### config.mk
export PLATFORM = sky130hd
export DESIGN_NAME = multi_chnnl_trig_flat
export DESIGN_NICKNAME = d
export VERILOG_FILES = /design/src/rtl/multi_chnnl_trig_if.sv /design/src/rtl/multi_chnnl_trig.sv /design/src/flat_wrapper.sv
export SDC_FILE = /design/constraint.sdc
export NUM_CORES = 1
export LEC_CHECK = 0
export CAP_MARGIN = 30
export CORE_MARGIN = 2
export CORE_UTILIZATION = 28
export CTS_BUF_LIST = sky130_fd_sc_hd__clkbuf_16
export DETAILED_ROUTE_END_ITERATION = 10
export GPL_TIMING_DRIVEN = 0
export HOLD_SLACK_MARGIN = 0.05
export PLACE_DENSITY = 0.58
export SLEW_MARGIN = 20
export SYNTH_ARGS = -nofsm -noshare
export SYNTH_HDL_FRONTEND = slang
export SYNTH_SLANG_ARGS = --single-unit
### constraint.sdc
create_clock -name clk -period 2 [get_ports clk]
set_clock_uncertainty 0.05 [all_clocks]
set_input_delay 0.2 -clock clk [delete_from_list [all_inputs] [get_ports clk]]
set_output_delay 0.2 -clock clk [all_outputs]
set_load 0.05 [all_outputs]
### src/rtl/multi_chnnl_trig_if.sv
// rtl/multi_chnnl_trig_if.sv - trigger unit bundle: channel samples, config, match/trigger outputs
interface multi_chnnl_trig_if #(
    parameter int NUM_CH = 5,
    parameter int CNT_W  = 8
);
    logic                  armed;
    logic [NUM_CH-1:0]     ch_lff5;
    logic [NUM_CH-1:0]     ch_hff5;
    logic [5*NUM_CH-1:0]   ch_trig_cfg;
    logic                  comb_or;
    logic [CNT_W-1:0]      qual_cnt;
    logic [NUM_CH-1:0]     ch_trig;
    logic                  triggered;
    logic                  trig_pulse;

    modport master (
        output armed, ch_lff5, ch_hff5, ch_trig_cfg, comb_or, qual_cnt,
        input  ch_trig, triggered, trig_pulse
    );

    modport slave (
        input  armed, ch_lff5, ch_hff5, ch_trig_cfg, comb_or, qual_cnt,
        output ch_trig, triggered, trig_pulse
    );
endinterface

### src/rtl/multi_chnnl_trig.sv
// rtl/multi_chnnl_trig.sv - multi-channel level/edge trigger with AND/OR combine and qualification count
module multi_chnnl_trig #(
    parameter int NUM_CH = 5,
    parameter int CNT_W  = 8
) (
    input  logic                  clk,
    input  logic                  rst,
    multi_chnnl_trig_if.slave     trig_if
);
    typedef enum logic [1:0] {S_IDLE, S_ARMED, S_QUAL, S_TRIG} state_t;

    localparam logic [CNT_W-1:0] CNT_ONE = {{(CNT_W-1){1'b0}}, 1'b1};

    state_t             state;
    logic [CNT_W-1:0]   cnt;
    logic [CNT_W-1:0]   cnt_inc;
    logic [CNT_W-1:0]   qual_eff;
    logic [NUM_CH-1:0]  low_q, high_q, prev_l, prev_h, neg_s, pos_s;
    logic [NUM_CH-1:0]  cfg_dc, cfg_low, cfg_high, cfg_fall, cfg_rise, ch_en;
    logic [NUM_CH-1:0]  ch_match;
    logic               match;
    logic               edge_en;

    always_comb begin
        cfg_dc   = '0;
        cfg_low  = '0;
        cfg_high = '0;
        cfg_fall = '0;
        cfg_rise = '0;
        ch_en    = '0;
        for (int i = 0; i < NUM_CH; i++) begin
            cfg_dc[i]   = trig_if.ch_trig_cfg[5*i];
            cfg_low[i]  = trig_if.ch_trig_cfg[5*i+1];
            cfg_high[i] = trig_if.ch_trig_cfg[5*i+2];
            cfg_fall[i] = trig_if.ch_trig_cfg[5*i+3];
            cfg_rise[i] = trig_if.ch_trig_cfg[5*i+4];
            ch_en[i]    = |trig_if.ch_trig_cfg[5*i+1 +: 4];
        end
    end

    assign ch_match = cfg_dc | (cfg_low & low_q) | (cfg_high & high_q)
                    | (cfg_fall & neg_s) | (cfg_rise & pos_s);
    assign trig_if.ch_trig = ch_match;

    // OR mode ignores don't-care-only channels, so an all-don't-care setup never fires
    assign match    = trig_if.comb_or ? |(ch_match & ch_en) : &ch_match;
    assign qual_eff = (trig_if.qual_cnt == '0) ? CNT_ONE : trig_if.qual_cnt;
    assign cnt_inc  = cnt + CNT_ONE;
    // Edges only count once the FSM has left IDLE, which masks the arming cycle itself
    assign edge_en  = trig_if.armed && ((state == S_ARMED) || (state == S_QUAL));

    always_ff @(posedge clk) begin
        if (rst) begin
            state              <= S_IDLE;
            cnt                <= '0;
            low_q              <= '0;
            high_q             <= '0;
            prev_l             <= '1;
            prev_h             <= '0;
            neg_s              <= '0;
            pos_s              <= '0;
            trig_if.triggered  <= 1'b0;
            trig_if.trig_pulse <= 1'b0;
        end else begin
            low_q              <= ~trig_if.ch_lff5;
            high_q             <= trig_if.ch_hff5;
            prev_l             <= trig_if.ch_lff5;
            prev_h             <= trig_if.ch_hff5;
            trig_if.trig_pulse <= 1'b0;

            if (!trig_if.armed) begin
                neg_s <= '0;
                pos_s <= '0;
            end else if (edge_en) begin
                neg_s <= neg_s | (prev_l & ~trig_if.ch_lff5);
                pos_s <= pos_s | (~prev_h & trig_if.ch_hff5);
            end

            if (!trig_if.armed) begin
                state             <= S_IDLE;
                cnt               <= '0;
                trig_if.triggered <= 1'b0;
            end else begin
                case (state)
                    S_IDLE: begin
                        state <= S_ARMED;
                        cnt   <= '0;
                    end
                    S_ARMED: begin
                        if (match) begin
                            cnt <= CNT_ONE;
                            if (qual_eff <= CNT_ONE) begin
                                state              <= S_TRIG;
                                trig_if.triggered  <= 1'b1;
                                trig_if.trig_pulse <= 1'b1;
                            end else begin
                                state <= S_QUAL;
                            end
                        end
                    end
                    S_QUAL: begin
                        if (match) begin
                            cnt <= cnt_inc;
                            if (cnt_inc == qual_eff) begin
                                state              <= S_TRIG;
                                trig_if.triggered  <= 1'b1;
                                trig_if.trig_pulse <= 1'b1;
                            end
                        end else begin
                            state <= S_ARMED;
                            cnt   <= '0;
                        end
                    end
                    S_TRIG: begin
                        state <= S_TRIG;
                    end
                    default: begin
                        state <= S_IDLE;
                        cnt   <= '0;
                    end
                endcase
            end
        end
    end
endmodule

### src/flat_wrapper.sv
// flat-port wrapper written by rule: the top's interface ports become plain ports
module multi_chnnl_trig_flat 
#(
    parameter int NUM_CH = 5,
    parameter int CNT_W  = 8
)
  (clk, rst, trig_if_armed, trig_if_ch_lff5, trig_if_ch_hff5, trig_if_ch_trig_cfg, trig_if_comb_or, trig_if_qual_cnt, trig_if_ch_trig, trig_if_triggered, trig_if_trig_pulse);
  multi_chnnl_trig_if #(.NUM_CH(NUM_CH), .CNT_W(CNT_W)) trig_if_i ();
  input  logic clk;
  input  logic rst;
  input wire logic [$bits(trig_if_i.armed)-1:0] trig_if_armed;
  input wire logic [$bits(trig_if_i.ch_lff5)-1:0] trig_if_ch_lff5;
  input wire logic [$bits(trig_if_i.ch_hff5)-1:0] trig_if_ch_hff5;
  input wire logic [$bits(trig_if_i.ch_trig_cfg)-1:0] trig_if_ch_trig_cfg;
  input wire logic [$bits(trig_if_i.comb_or)-1:0] trig_if_comb_or;
  input wire logic [$bits(trig_if_i.qual_cnt)-1:0] trig_if_qual_cnt;
  output wire logic [$bits(trig_if_i.ch_trig)-1:0] trig_if_ch_trig;
  output wire logic [$bits(trig_if_i.triggered)-1:0] trig_if_triggered;
  output wire logic [$bits(trig_if_i.trig_pulse)-1:0] trig_if_trig_pulse;
  assign trig_if_i.armed = trig_if_armed;
  assign trig_if_i.ch_lff5 = trig_if_ch_lff5;
  assign trig_if_i.ch_hff5 = trig_if_ch_hff5;
  assign trig_if_i.ch_trig_cfg = trig_if_ch_trig_cfg;
  assign trig_if_i.comb_or = trig_if_comb_or;
  assign trig_if_i.qual_cnt = trig_if_qual_cnt;
  assign trig_if_ch_trig = trig_if_i.ch_trig;
  assign trig_if_triggered = trig_if_i.triggered;
  assign trig_if_trig_pulse = trig_if_i.trig_pulse;
  multi_chnnl_trig #(.NUM_CH(NUM_CH), .CNT_W(CNT_W)) u_core (.clk(clk), .rst(rst), .trig_if(trig_if_i));
endmodule
==> flow_metrics.tcl, run 1 <==
set metrics [dict create \
    max_slew.worst_pin.slew_ps 516 \
    drc 0 \
    drtAntennaViolNets 0 \
    yosysSeqAreaShare_pct 40.2 \
    insertion_delay_ps 280 \
    whs_path_depth 1 \
    synthesis.area_um2 1840 \
    overflow 0 \
    start_kind "input port" \
    async_flop_share_pct 0 \
    slew-limit-headroom_pct 65.6 \
    antenna_found_initial 0 \
    grt_max_degree 13 \
    drv_slew 0 \
    final_common_cell "clkdlybuf4s50_1" \
    synth_top_area_share_pct 40.2 \
    clock_sinks 37 \
    powerDensity_nw_per_um2 690 \
    nets 337 \
    post-route-cell-area_um2 2850 \
    ios 54 \
    grt_pass1_wl_um 7620 \
    grt_pass1_vias 1663 \
    syn_area_per_cell_um2 8.52 \
    worstSetupPathType "in -> reg" \
    fin_ws_ps -329 \
    maxCapViolCount 0 \
    area_delta_synth_final_pct 54.7 \
    synthDistinctLibCells 46 \
    hold_slack_ps 420 \
    clockBufferDepth 2 \
    fp.dieH_um 85.1 \
    synth_edf_count 0 \
    fmax_ghz 0.429 \
    dpl.hpwl_um 3480 \
    io_buffers 53 \
    min_period_ps 2330 \
    arrival_ps 2450 \
    power.leakage_uw 0.00112 \
    diodes 0 \
    yosysTopAreaCell "dfxtp_1" \
    synth_nets 268 \
    htreeDepth 2 \
    syn_inst 216 \
    hp-class "reg -> reg" \
    num_vias 1789 \
    cts_tree "done" \
    synth_ff_type "dfxtp_1" \
    drt_first_pass_iters 6 \
    rsz0062_at_grt "yes" \
    avgViaCountPerCell 4.93 \
    synthTopCellsByArea "dfxtp_1 40%, xnor2_1 4.8%, nor2_1 4.5%, a31oi_1 4.1%, inv_1 4.1%" \
    ys_ff_latch 37 \
    fin_crit_sh_pct 116 \
    core_um2 6350 \
    fp-row-count 29 \
    die_width_um 85.1 \
    wirelength_um 4620 \
    outcome "complete, but fails checks" \
    p_total_uw 1960 \
    cts_made_buffers 5 \
    placed_area_um2 2480 \
    yosysWarningCount 0 \
    hold_viol_final 0 \
    rr_worst_depth 7 \
    required_ps 2120 \
    track_usage_pct 13.0 \
    gp_congestion 0.789 \
    mostFrequentLayoutCells "37 x clkdlybuf4s50_1, 34 x dfxtp_1, 21 x nor2_1, 20 x inv_1, 14 x nand2_1" \
    cts.clk_slew.worst_paths_ps 50 \
    violations "negative setup slack" \
    die_area_um2 7240 \
    peakVddDrop_uv 443 \
    cts_hold_buf 0 \
    start_util_pct 29.0 \
    wl_per_cell_um 12.7 \
    drive_above_1_share_pct 18.5 \
    setup_violations 12 \
    root_buffer "clkbuf_16" \
    worst-path-max-fanout 2 \
    worstSetupEndpointType "flip-flop" \
    drt_iter0_markers 79 \
]
-- state kept, by name, indices dropped and copies added (netlist names) --
register	count
u_core.prev_l	5
u_core.trig_if.trig_pulse	1
u_core.neg_s	5
u_core.pos_s	5
u_core.trig_if.triggered	1
u_core.high_q	5
u_core.cnt	8
u_core.state	2
u_core.low_q	5
-- layout make-up --
type	count	area (um^2)
buffer	6	33.8
clock buffer	5	125
clock inverter	3	41.3
fill	605	3500
inverter	20	75.1
multi-input combinational	152	1140
sequential	37	744
tap	77	96.3
timing repair buffer	63	593
-- cells by family after synthesis --
kind of cell	share of synthesized area [%]
compound gates	18.2
mux	1.90
simple gates	24.8
buf+inv	5.78
xor+xnor	5.71
fa+ha+maj	3.40
flops	40.2
-- path summary, 6_finish.rpt --
path / end / from / slack (ps)
hold reg to reg: u_core.trig_if.triggered / u_core.trig_if.triggered / 420
hold / removal: u_core.trig_if.triggered / u_core.trig_if.triggered / 420
setup / recovery: u_core.state[0] / trig_if_ch_trig_cfg[18] / -330
setup reg to reg: u_core.state[0] / u_core.low_q[1] / -300
-- what timing repair did --
item,CTS,global route
setup buffers,6,4
gates resized for setup,40,12
cloned,0,0
pin swaps,18,16
endpoints found under the setup margin,17,13
-- report_power, final --
part | total, uW | internal [uW] | switching (uW)
combinational | 312 | 157 | 155
clock | 877 | 583 | 294
sequential | 773 | 761 | 11.8
total | 1960 | 1500 | 462
-- layer usage --
layer | part of all wire (%) | GRT usage [%]
met5 | 0 | 0
met2 | 45 | 20.5
met1 | 47 | 16.5
met3 | 7.2 | 4.86
met4 | 1.3 | 4.33
-- Yosys cell counts (all sizes together), types with 3 or more instances --
cell and count:
clkbuf 5, a21o 3, a211o 5, dfxtp 37, nor4 5, nor2 23
a31oi 12, nor3 8, or4 4, inv 20, a222oi 4, ha 5
nor2b 6, nand2 19, xnor2 10, nand2b 3, nor3b 3, nand3 7
a21oi 8
-- critical path: stages --
cell and delay (ps):
clkdlybuf4s50_1 420, or4_4 490, a22o_4 240, or4b_4 560
nand2_4 100, mux2_4 320, mux2i_1 120
-- per-stage QoR --
step	utilization (%)	std cells	worst slack [ps]	setup TNS, ps
2_1_floorplan	-	216	-392	-2620
3_3_place_gp	39.0	346	-741	-8270
3_5_place_dp	39.0	346	-739	-8170
4_1_cts	44.2	360	-311	-2830
5_1_grt	44.8	363	-377	-3240
6_report	44.8	363	-329	-2360
(Power assumes the default switching activity.)
==> run 2: changes to the inputs <==
--- a/config.mk
+++ b/config.mk
@@ -6,7 +6,7 @@
 export NUM_CORES = 1
 export LEC_CHECK = 0
 export CAP_MARGIN = 30
-export CORE_MARGIN = 2
+export CORE_MARGIN = 10
 export CORE_UTILIZATION = 28
 export CTS_BUF_LIST = sky130_fd_sc_hd__clkbuf_16
 export DETAILED_ROUTE_END_ITERATION = 10
==> run 2 against run 1 <==
The run still ends with negative setup slack left. Global-route usage is 2.7 points lower. Sequential power barely moved. Final cell count is 0.28% higher. Clock power decreased by 19%. Sequential cell count stayed put. Hold slack got worse by 11 ps. Critical path depth rose by 1. Total power is 8.2% lower.
==> flow_metrics.tcl, run 2 (same netlist as run 1, synthesis figures left out) <==
set metrics [dict create \
    largest_reg_flops 8 \
    avgViaCountPerCell 4.92 \
    crit_chain "clkdlybuf4s50_1, a222oi_1, nand2_2, a22o_4, or4b_4, nand2_4, mux2_4, mux2i_1" \
    mostFrequentLayoutCells "38 x clkdlybuf4s50_1, 34 x dfxtp_1, 21 x inv_1, 20 x nor2_1, 14 x nand2_1" \
    grt_pass1_vias 1845 \
    required_ps 2110 \
    die_width_um 101 \
    fin_cells 364 \
    area_delta_synth_final_pct 54.5 \
    track_usage_pct 10.4 \
    wirelength_um 5170 \
    p_total_uw 1800 \
    fin_crit_sh_pct 118 \
    worstSetupEndpointType "flip-flop" \
    crit_family "simple AND/OR/NAND/NOR gates" \
    multi_input_area_um2 1140 \
    grt_pass1_wl_um 8710 \
    start_util_pct 29.0 \
    maxCapViolCount 0 \
    critical_path_buf_inv_count 1 \
    wl_per_cell_um 14.2 \
    fin_util_pct 44.8 \
    gp_congestion 0.784 \
    peakVddDrop_uv 320 \
    placed_area_um2 2480 \
    die_area_um2 10200 \
    drt_first_pass_iters 5 \
    post-route-cell-area_um2 2840 \
    hp-class "reg -> reg" \
    setup_violations 12 \
    nets 339 \
    arrival_ps 2470 \
    start_kind "input port" \
    fp-row-count 29 \
    ios 54 \
    cp_slowest_stage_delay_ps 560 \
    core_um2 6350 \
    fp.dieH_um 101 \
    drc 0 \
    fin_ws_ps -353 \
    power.leakage_uw 0.00112 \
    fmax_ghz 0.425 \
    max_slew.worst_pin.slew_ps 544 \
    fillers 629 \
    clockBufferDepth 2 \
    drive_above_1_share_pct 18.5 \
    worstSetupPathType "in -> reg" \
    powerDensity_nw_per_um2 634 \
    insertion_delay_ps 280 \
    rsz0062_at_grt "yes" \
    slew-limit-headroom_pct 63.7 \
    regMostFlops "u_core.cnt" \
    cts.clk_slew.worst_paths_ps 50 \
    num_vias 1790 \
    cts_tree "done" \
    drv_slew 0 \
    overflow 0 \
    violations "negative setup slack" \
    min_period_ps 2350 \
    cts_made_buffers 5 \
    root_buffer "clkbuf_16" \
    diodes 0 \
    final_common_cell "clkdlybuf4s50_1" \
    cp_slowest_cell "or4b_4" \
    io_buffers 53 \
    worst-path-max-fanout 3 \
    htreeDepth 2 \
    seq_area_um2 744 \
    clock_sinks 37 \
    outcome "complete, but fails checks" \
    drtAntennaViolNets 0 \
    dpl.hpwl_um 3980 \
    drt_iter0_markers 80 \
    hold_viol_final 0 \
    dp_cells 346 \
    antenna_found_initial 0 \
    grt_max_degree 11 \
]
-- run 2: area by class of cell --
class | count | share of cell area [%]
clock inverter | 2 | 0.264
timing repair buffer | 64 | 21.3
multi-input combinational | 152 | 40.2
tap | 77 | 3.39
sequential | 37 | 26.2
inverter | 20 | 2.64
clock buffer | 5 | 4.40
buffer | 7 | 1.54
-- run 2: final timing paths --
| path | startpoint | to | slack [ps] | cells after the start |
|---|---|---|---|---|
| worst min register to register | u_core.trig_if.triggered | u_core.trig_if.triggered | 410 | 1 |
| worst max register to register | u_core.low_q[3] | u_core.state[0] | -300 | 7 |
| worst max-delay path | trig_if_ch_trig_cfg[16] | u_core.state[0] | -350 | 8 |
| worst min-delay path | u_core.trig_if.triggered | u_core.trig_if.triggered | 410 | 1 |
-- run 2: through the flow --
stage               TNS (ps)  setup slack, ps  hold slack [ps]
floorplan              -2620             -392              234
global placement       -8100             -727              402
detailed placement     -8020             -735              402
CTS                    -2790             -307              414
global route           -4180             -415              447
finish                 -3150             -353              409
-- run 2: layer usage --
layer	global-route usage [%]	part of all wire, %
met2	16.9	46
met1	11.9	44
met4	2.57	0.95
met5	0	0
met3	4.94	8.2
-- run 2: repair_timing --
action / in CTS / in global routing
gates resized for setup: 50 / 6
pin swaps: 24 / 12
setup endpoints to repair: 17 / 13
gates cloned: 1 / 0
hold buffers: 0 / 0
setup buffers: 9 / 1
-- run 2: where the power goes --
part	internal [uW]	switching, uW
combinational	161	160
clock	444	263
sequential	762	12.3
total	1370	434
==> run 3: changes to the inputs <==
--- a/config.mk
+++ b/config.mk
@@ -6,7 +6,7 @@
 export NUM_CORES = 1
 export LEC_CHECK = 0
 export CAP_MARGIN = 30
-export CORE_MARGIN = 10
+export CORE_MARGIN = 3
 export CORE_UTILIZATION = 28
 export CTS_BUF_LIST = sky130_fd_sc_hd__clkbuf_16
 export DETAILED_ROUTE_END_ITERATION = 10
==> run 3 against run 2 <==
Register-to-register slack improved by 40 ps. Worst setup slack improved by 60 ps. Fmax is 2.6% higher. Final cell count up 0.55%. The run still ends with negative setup slack left. Largest cell class unchanged. Via count fell by 0.17%. Combinational power about the same. Critical endpoint unchanged. Die area decreased by 26%. Critical path type unchanged. Highest routed layer unchanged.
==> flow_metrics.tcl, run 3 (same netlist as run 1, synthesis figures left out) <==
set metrics [dict create \
    htreeDepth 2 \
    drt_first_pass_iters 4 \
    grt_max_degree 12 \
    drtAntennaViolNets 0 \
    m1WireLength_um 2150 \
    core_um2 6130 \
    fmax_ghz 0.436 \
    track_usage_pct 13.4 \
    cts_tree "done" \
    powerDensity_nw_per_um2 633 \
    worstSetupEndpointType "flip-flop" \
    fin_ws_ps -293 \
    overflow 0 \
    setup_violations 12 \
    clock_sinks 37 \
    power.leakage_uw 0.00116 \
    met2_length_um 2310 \
    min_from "u_core.neg_s[1]" \
    start_kind "input port" \
    cp_slowest_stage_delay_ps 580 \
    start_util_pct 30.0 \
    fin_crit_sh_pct 115 \
    io_buffers 53 \
    fp-row-count 28 \
    dpl.hpwl_um 3580 \
    crit_chain "clkdlybuf4s50_1, a222oi_1, a21o_1, nand2_2, or4b_4, nand2_4, mux2_4, mux2i_1" \
    drc 0 \
    endpoint "u_core.state[0]" \
    worstSetupPathType "in -> reg" \
    post-route-cell-area_um2 2870 \
    seq_area_um2 748 \
    diodes 0 \
    fillers 629 \
    wl_met3_um 306 \
    die_area_um2 7580 \
    violations "negative setup slack" \
    fp.dieH_um 87.1 \
    path_depth 8 \
    peakVddDrop_uv 393 \
    root_buffer "clkbuf_16" \
    rsz0062_at_grt "yes" \
    rr_worst_depth 7 \
    regToRegStartpoint "u_core.high_q[0]" \
    drv_slew 0 \
    regMostFlops "u_core.cnt" \
    max_slew.worst_pin.slew_ps 564 \
    hold_viol_final 0 \
    area_delta_synth_final_pct 56.2 \
    multi_input_area_um2 1150 \
    final_common_cell "clkdlybuf4s50_1" \
    hp-class "reg -> reg" \
    outcome "complete, but fails checks" \
    maxCapViolCount 0 \
    grt_pass1_wl_um 8010 \
    r2r_end "u_core.state[0]" \
    worst-path-max-fanout 3 \
    cp_slowest_cell "or4b_4" \
    cts.clk_slew.worst_paths_ps 50 \
    nets 343 \
    critical_path_buf_inv_count 1 \
    clockBufferDepth 2 \
    mostFrequentLayoutCells "36 x clkdlybuf4s50_1, 33 x dfxtp_1, 21 x nor2_1, 20 x inv_1, 15 x buf_4" \
    routed.top_layer "met4" \
    num_vias 1787 \
    antenna_found_initial 0 \
    drive_above_1_share_pct 21.0 \
    insertion_delay_ps 270 \
    crit_start "trig_if_ch_trig_cfg[2]" \
    ios 54 \
    drt_iter0_markers 80 \
    min_period_ps 2290 \
    cts_hold_buf 0 \
    die_width_um 87.1 \
    crit_family "simple AND/OR/NAND/NOR gates" \
    p_total_uw 1820 \
    arrival_ps 2410 \
    r2r_slack_ps -260 \
    gp_congestion 0.747 \
    grt_pass1_vias 1796 \
    required_ps 2120 \
    wirelength_um 4800 \
    avgViaCountPerCell 4.88 \
    wl_per_cell_um 13.1 \
    placed_area_um2 2470 \
    slew-limit-headroom_pct 62.4 \
    largest_reg_flops 8 \
    cts_made_buffers 5 \
]
[run 3: changes by cell type in the layout (fill, tap and decap cells not counted), sizes merged]
cell,change
dlygate4sd2,+1
buf,+7
clkinvlp,+1
clkbuf,-3
clkdlybuf4s15,+1
clkdlybuf4s50,-2
inv,-1
[run 3: worst min-delay path: stages (launching register included)]
cell and delay, ps:
dfxtp_1 330, a31oi_1 40, nor2_1 70
[run 3: power breakdown]
group / internal, uW / switching [uW]
logic: 160 / 159
registers: 761 / 12.2
clock network: 449 / 277
[run 3: final cells by class]
class | count | share of cell area, %
multi-input combinational | 152 | 40.1
buffer | 6 | 1.31
sequential | 37 | 26.0
inverter | 20 | 2.61
tap | 75 | 3.27
clock inverter | 2 | 0.392
clock buffer | 5 | 4.35
timing repair buffer | 69 | 22.0
[run 3: what timing repair did]
action / CTS / global route
endpoints found under the setup margin: 17 / 13
cloned: 0 / 1
resized for setup: 40 / 21
setup buffers: 10 / 5
pin swaps: 22 / 20
hold endpoints to repair: 0 / 0
[run 3: metal layers]
layer  GRT usage [%]  vias up
met4            2.55        0
met3            4.92        5
li1                -      934
met2            22.8       46
met5               0        -
met1            16.1      802
[run 3: stage by stage]
stage                     setup TNS, ps  std cells  setup slack (ps)  util (%)  hold slack [ps]
final                             -2040        366              -293      46.9              419
after floorplan                   -2620        216              -392         -              234
after CTS                         -2220        361              -255      45.0              427
after detailed placement          -8000        344              -718      40.4              411
after global routing              -3170        366              -335      46.9              444
after global placement            -7890        344              -705      40.4              404
[run 3: how the worst min path moves through the flow]
stage	slack (ps)	end	depth (start not counted)
5_1_grt	440	u_core.neg_s[1]	2
3_3_place_gp	400	u_core.neg_s[0]	2
2_1_floorplan	230	u_core.low_q[0]	1
3_5_place_dp	410	u_core.neg_s[3]	2
6_report	420	u_core.neg_s[1]	2
4_1_cts	430	u_core.neg_s[1]	2
